==> config.mk <==
export PLATFORM = sky130hd
export DESIGN_NAME = right_shifter_seq
export DESIGN_NICKNAME = d
export VERILOG_FILES = /design/src/rtl/right_shifter_seq.sv
export SDC_FILE = /design/constraint.sdc
export NUM_CORES = 1
export LEC_CHECK = 0
export CAP_MARGIN = 15
export CORE_ASPECT_RATIO = 1.1
export CORE_UTILIZATION = 52
export CTS_BUF_LIST = sky130_fd_sc_hd__clkbuf_2 sky130_fd_sc_hd__clkbuf_4 sky130_fd_sc_hd__clkbuf_8
export DETAILED_ROUTE_END_ITERATION = 8
export HOLD_SLACK_MARGIN = 0.1
export PLACE_DENSITY = 0.9
export SYNTH_ARGS = -nofsm -noshare
export SYNTH_HDL_FRONTEND = slang
export SYNTH_SLANG_ARGS = --single-unit
==> constraint.sdc <==
create_clock -name clk -period 1.9 [get_ports clk]
set_input_delay 0.285 -clock clk [delete_from_list [all_inputs] [get_ports clk]]
set_output_delay 0.285 -clock clk [all_outputs]
set_load 0.01 [all_outputs]
==> src/rtl/right_shifter_seq.sv <==
// Multi-cycle right shifter for ASR/ROR: shifts by sc[1:0], then sc[3:2]*4, then sc[4]*16,
// one stage per cycle, using the run/stall handshake shared with the multiplier and divider.
module right_shifter_seq #(
  parameter bit BYPASS_ZERO = 1'b1
) (
  input  logic        clk,
  input  logic        rst,
  input  logic        run,
  input  logic        md,
  input  logic [31:0] x,
  input  logic [4:0]  sc,
  output logic        stall,
  output logic [31:0] y
);

  typedef enum logic [2:0] {IDLE, S1, S2, S3, DONE} state_t;

  state_t      state;
  state_t      state_next;
  logic [31:0] t;
  logic [4:0]  c;
  logic        m;
  logic        zero_bypass;

  // Fill comes from the operand itself for a rotate, from the sign bit for ASR.
  function automatic logic [31:0] shr(input logic [31:0] v, input logic [4:0] amt,
                                      input logic rot);
    logic [63:0] w;
    w = {(rot ? v : {32{v[31]}}), v} >> amt;
    return w[31:0];
  endfunction

  assign zero_bypass = BYPASS_ZERO && (sc == 5'd0);

  always_ff @(posedge clk or negedge rst) begin
    if (!rst) begin
      state <= IDLE;
    end else begin
      state <= state_next;
    end
  end

  always_comb begin
    state_next = state;
    case (state)
      IDLE:    if (run) state_next = zero_bypass ? DONE : S1;
      S1:      state_next = run ? S2 : IDLE;
      S2:      state_next = run ? S3 : IDLE;
      S3:      state_next = run ? DONE : IDLE;
      DONE:    if (!run) state_next = IDLE;
      default: state_next = IDLE;
    endcase
  end

  always_comb begin
    stall = rst & run & (state != DONE);
  end

  // Dropping run mid-flight leaves y untouched; the partial t is simply abandoned.
  always_ff @(posedge clk or negedge rst) begin
    if (!rst) begin
      t <= '0;
      c <= '0;
      m <= 1'b0;
      y <= '0;
    end else begin
      case (state)
        IDLE: begin
          if (run) begin
            t <= x;
            c <= sc;
            m <= md;
            if (zero_bypass) y <= x;
          end
        end
        S1: if (run) t <= shr(t, {3'b000, c[1:0]}, m);
        S2: if (run) t <= shr(t, {1'b0, c[3:2], 2'b00}, m);
        S3: if (run) y <= shr(t, {c[4], 4'b0000}, m);
        default: ;
      endcase
    end
  end

endmodule

# ---- After elaboration in Yosys (flattened, before gate mapping)
# Index checks and enable logic that the tools add are counted.
# Widths: inputs -> output; s select.
dict set report word_totals {
  reg_bits 73
  latchBits 0
  mem_bits_rw 0
  rom_bits 0
  inputBits 41
  out_inout_bits 33
  wordCells 45
  mem_count 0
}
dict set report op_classes {
  addsub 0
  multipliers 0
  div 0
  magnitude_cmp 0
  n_eq_ne 11
  shifts 3
  mux 16
  bitwise 2
  n_reduce_logical 8
}
# op count
set op_table {}
lappend op_table {{$mux 32} 6}
lappend op_table {{$pmux 32 s3} 1}
lappend op_table {{$pmux 32 s2} 1}
lappend op_table {{$shr 64x2->32} 1}
lappend op_table {{$shr 64x4->32} 1}
lappend op_table {{$shr 64x5->32} 1}
lappend op_table {{$mux 31} 1}
lappend op_table {{$pmux 3 s5} 1}
lappend op_table {{$mux 3} 4}
lappend op_table {{$ne 2x2->1 const B} 6}
lappend op_table {{$reduce_and 4->1} 2}
lappend op_table {{$eq 3x2->1 const B} 2}
lappend op_table {{$logic_not 5->1} 1}
lappend op_table {{$mux 2} 2}
lappend op_table {{$reduce_and 2->1} 2}
lappend op_table {{$eq 3x1->1 const B} 1}
lappend op_table {{$eq 3x3->1 const B} 1}
lappend op_table {{$logic_not 3->1} 1}
lappend op_table {{$ne 3x3->1 const B} 1}
lappend op_table {{$reduce_bool 3->1} 1}
lappend op_table {{$and 1x1->1} 2}
lappend op_table {{$reduce_bool 2->1} 1}

# ---- Logic depth before layout (Yosys ltp)
dict set report logic_depth {
  ltp_word 4
  mapped_depth 8
  ltp_nobuf 5
}

# ---- Worst setup path before layout
# No wires, ideal clock.
dict set report synth_path {
  path_type {reg2reg}
  from {register c[0]}
  to {register t[8]}
  setup_ns 0.145
  arrival_ns 1.749
  required_time_ns 1.755
  slack_ns 0.006
  stages_incl_launch_ff 7
  n_path_buf 1
  period_less_slack_ns 1.894
  cell_sequence {dfrtp_1 buf_2 inv_1 nor2_4 mux4_2 a222oi_1 o311ai_1}
}
dict set report synth_via {
  elab_chain_len 3
}
# item line
set synth_lines {}
lappend synth_lines {{start, declared} 21} ;# logic [4:0] c;
lappend synth_lines {{start signal, assigned} 63} ;# c <= '0;
lappend synth_lines {{start signal, assigned} 71} ;# c <= sc;
lappend synth_lines {{$shr 64x2->32} 29} ;# w = {(rot ? v : {32{v[31]}}), v} >> amt;
lappend synth_lines {{$mux 32} 76} ;# S1: if (run) t <= shr(t, {3'b000, c[1:0]}, m);
lappend synth_lines {{$pmux 32 s3} 67} ;# case (state)
lappend synth_lines {{end signal, assigned} 76}
lappend synth_lines {{end signal, assigned} 77} ;# S2: if (run) t <= shr(t, {1'b0, c[3:2], 2'b00}, m);
lappend synth_lines {{end, declared} 20} ;# logic [31:0] t;
# No other way between the ends. The select of a mux whose other input is x is not followed.
# A chain may end at the register's enable or synchronous reset.

# ---- Worst setup path in the final report
dict set report layout_path {
  from {register state[2]}
  to {register t[19]}
}
dict set report layout_via {
  elab_chain_len 3
  elab_cells_between_ends 9
}
# item line
set layout_lines {}
lappend layout_lines {{start, declared} 18} ;# state_t state;
lappend layout_lines {{start signal, assigned} 39} ;# state <= state_next;
lappend layout_lines {{$eq 3x1->1, or another cell as far along} 67}
lappend layout_lines {{$ne 2x2->1 (no source line) or $reduce_bool 3->1 (tied branches)} n/a}
lappend layout_lines {{$reduce_and 4->1 (no source line)} n/a}
# Several ways; a longest one is shown, not always the timed one.

==> results.sh <==
export IMPL_cts_root_buf="clkbuf_8"
export IMPL_relative_slew_margins_pct=51.0
export IMPL_tightestPinTransition_ns=0.734
export IMPL_maxSlewViolCount=0
export IMPL_routed_wire_length_mm=30.0
export IMPL_worst_hold_slack_ns=0.151
export IMPL_placement_rows=39
export IMPL_grt_pass1_wl_mm=40.6
export IMPL_synth_enable_flop_cells=0
export IMPL_netlist_top_cells_area="dfrtp_1 (32%), a21oi_1 (7.1%), o21ai_0 (6.7%)"
export IMPL_initial_utilization_pct=54.0
export IMPL_hold_path_startpoint="sc[4]"
export IMPL_antenna_found_initial=1
export IMPL_place_gp_congestion=1.08
export IMPL_die_height_um=111
export IMPL_crit_start="state[2]"
export IMPL_via_count=7832
export IMPL_r2r_start="state[2]"
export IMPL_p_leak_nw=3.78
export IMPL_post_route_worst_setup_slack_ns=-0.302
export IMPL_syn_avg_cell_area_um2=7.71
export IMPL_setup_worst_path_end_class="flop"
export IMPL_critPathKind="flop to flop"
export IMPL_netlist_area_leader_share_pct=32.3
export IMPL_yosys_cell_types_count=68
export IMPL_synthesis_warning_total=0
export IMPL_grt_usage_pct=48.5
export IMPL_drv_cap=0
export IMPL_max_freq_mhz=454
export IMPL_yosysSeqAreaShare_pct=32.3
export IMPL_worst_ep_required_time_ns=2.15
export IMPL_drt_iter0_drc=1321
export IMPL_dr_pass1_iters=8
export IMPL_synth_async_sr_flop_share_pct=100
export IMPL_io_pins=74
export IMPL_cp_max_fo=7
export IMPL_synth_seq_cells=73
export IMPL_finalWorstPathRequiredPeriod_ns=2.20
export IMPL_clk_path_buf_depth=2
export IMPL_cellPowerDensity_nw_per_um2=1260
export IMPL_hold_path_class="input pin to flop"
export IMPL_grt_setup_unrepaired="yes"
export IMPL_timing_hold_violations_final=0
export IMPL_status="finished with violations"
export IMPL_path_clk_slew_ns=0.09
export IMPL_nets=963
export IMPL_netlist_area_um2=5660
export IMPL_syn_nets=775
export IMPL_final_layout_size_suffix_gt1_share_pct=35.3
export IMPL_grt_start_max_net_pins=74
export IMPL_ys_dominant_reg_cell="dfrtp_1"
export IMPL_post_route_period_util_pct=116
export IMPL_ctsHtreeMaxLevel=3
export IMPL_post_layout_nonfiller_instances=1070
export IMPL_final_setup_violation_count=33
export IMPL_num_clock_sinks=73
export IMPL_synthesis_instances=734
export IMPL_core_occupancy_in_the_finished_layout_pct=84.7
export IMPL_io_buffer_count=73
export IMPL_layout_area_overhead_vs_synth_pct=57.0
export IMPL_leftover_overflow_at_the_end_of_global_routing=0
export IMPL_critPathArrivalTime_ns=2.45
export IMPL_avgRoutedWirePerCell_um=28.0
export IMPL_post_dp_cell_area_um2=7320
export IMPL_die_area_um2=11300
export IMPL_number_of_antenna_diodes=0
export IMPL_placed_cells_incl_taps=999
export IMPL_finalInstanceArea_um2=8890
export IMPL_cts_buffers=9
export IMPL_vdd_ir_drop_max_mv=0.846
export IMPL_critical_path_startpoint_type="flop"
export IMPL_drc=0
export IMPL_violated_checks="negative setup slack"
export IMPL_die_wd_um=101
export IMPL_post_detailed_route_count_of_antenna_violating_nets=0
export IMPL_grt_pass1_vias=6978
export IMPL_drt_vias_per_instance=7.32
export IMPL_floorplan_core_area_um2=10500
export IMPL_synth_top_area_cell="dfrtp_1"
export IMPL_tritoncts="done"
export IMPL_dp_final_hpwl_mm=18.1
export IMPL_insertion_delay_ns=0.38
export IMPL_layout_filler_cells=580
export IMPL_worst_clock_skew_ns=0.0114
[cell usage after synthesis (3+ instances only)]
cell and number:
a22oi_1 14, mux4_2 3, a211oi_1 29, o211a_1 3, a21oi_1 80, inv_1 12
mux2i_1 32, o31a_1 3, and2_1 3, buf_1 10, dfrtp_1 73, a221oi_1 8
nand2_1 81, buf_4 3, o21a_1 3, o21ai_0 76, clkbuf_1 52, a211o_1 4
nor2b_1 6, o21ai_1 7, nor2_1 63, nand4_1 3, o22ai_1 12, nand2b_1 8
a222oi_1 6, a31oi_1 12, a21boi_0 4, buf_2 20, and3_1 5, nand3_1 19
o211ai_1 8, mux2_2 14, nor3_1 11, a2111oi_0 3, o221ai_1 4
[cell usage in the layout, fill, tap and decap left out, types with 5 or more instances in the layout]
master,count
a211oi_1,19
a211oi_2,8
a21oi_1,68
a21oi_2,12
a222oi_1,6
a22oi_1,12
a31oi_1,9
buf_12,8
buf_4,130
buf_6,43
clkbuf_8,10
clkdlybuf4s50_1,67
dfrtp_1,73
inv_1,12
mux2_2,11
mux2i_1,31
nand2_1,74
nand3_1,14
nand3_2,5
nor2_1,57
nor2b_1,5
nor3_1,8
o211ai_1,8
o21ai_0,50
o21ai_1,23
o21ai_2,9
o22ai_1,11
[flip-flops by register name, indices dropped and copies added (netlist names)]
signal	flops
t	32
c	5
y	32
state	3
m	1
[layer usage]
metal	vias up	track usage (%)	part of all wire [%]
met5	-	2.26	0.027
met4	2	32.9	11
met3	310	16.0	15
met2	841	70.7	41
met1	3576	60.0	34
li1	3103	-	-
[kinds of logic after synthesis]
group / count (synthesis) / synth area share [%]
AND/OR/NAND/NOR: 215 / 17.5
multiplexers: 49 / 9.64
AO/OA/AOI/OAI: 298 / 33.3
buffers and inverters: 99 / 7.34
flip-flops: 73 / 32.3
[power by group]
group / switching (mW) / internal [mW]
combinational: 3.70 / 3.12
sequential: 0.793 / 2.09
clock: 0.689 / 0.781
total: 5.18 / 5.99
[stage by stage]
step                TNS (ns)  power, mW  setup slack [ns]
finish                 -5.45       11.2            -0.302
global route           -6.79       11.5            -0.331
CTS                    -1.95       10.1            -0.178
detailed placement    -13.70       8.01            -0.357
global placement      -10.95       7.90            -0.254
floorplan                  0       5.31           0.00605
[critical path, stage by stage, from the launching register on]
cell and delay (ns):
dfrtp_1 0.43, buf_6 0.14, or3b_4 0.46, buf_6 0.17, and3_4 0.17, o31a_1 0.34
a211oi_2 0.25, o21ai_1 0.11
[layout make-up]
| class | count | area, um2 | area share, % |
|---|---|---|---|
| sequential | 73 | 1830 | 20.6 |
| tap | 143 | 179 | 2.01 |
| multi-input combinational | 563 | 4090 | 46.1 |
| clock inverter | 6 | 90.1 | 1.01 |
| timing repair buffer | 262 | 2510 | 28.3 |
| inverter | 13 | 48.8 | 0.549 |
| clock buffer | 10 | 138 | 1.55 |
[worst paths after layout]
kind,endpoint,slack (ns),cells past startpoint
setup / recovery,t[19],-0.30,7
hold / removal,c[4],0.15,3
setup reg to reg,t[19],-0.30,7
hold reg to reg,y[7],0.48,2
max in group asynchronous,t[1],1.00,3
min in group asynchronous,y[23],0.54,3
[what timing repair did]
action	in CTS	in global routing
pin swaps	42	45
hold buffers	1	0
resized for setup	118	100
setup buffers	34	20
endpoints found under the setup margin	32	68
cloned	1	4
endpoints found under the hold margin	73	0
Note: power is estimated with default switching activity, not from simulation.
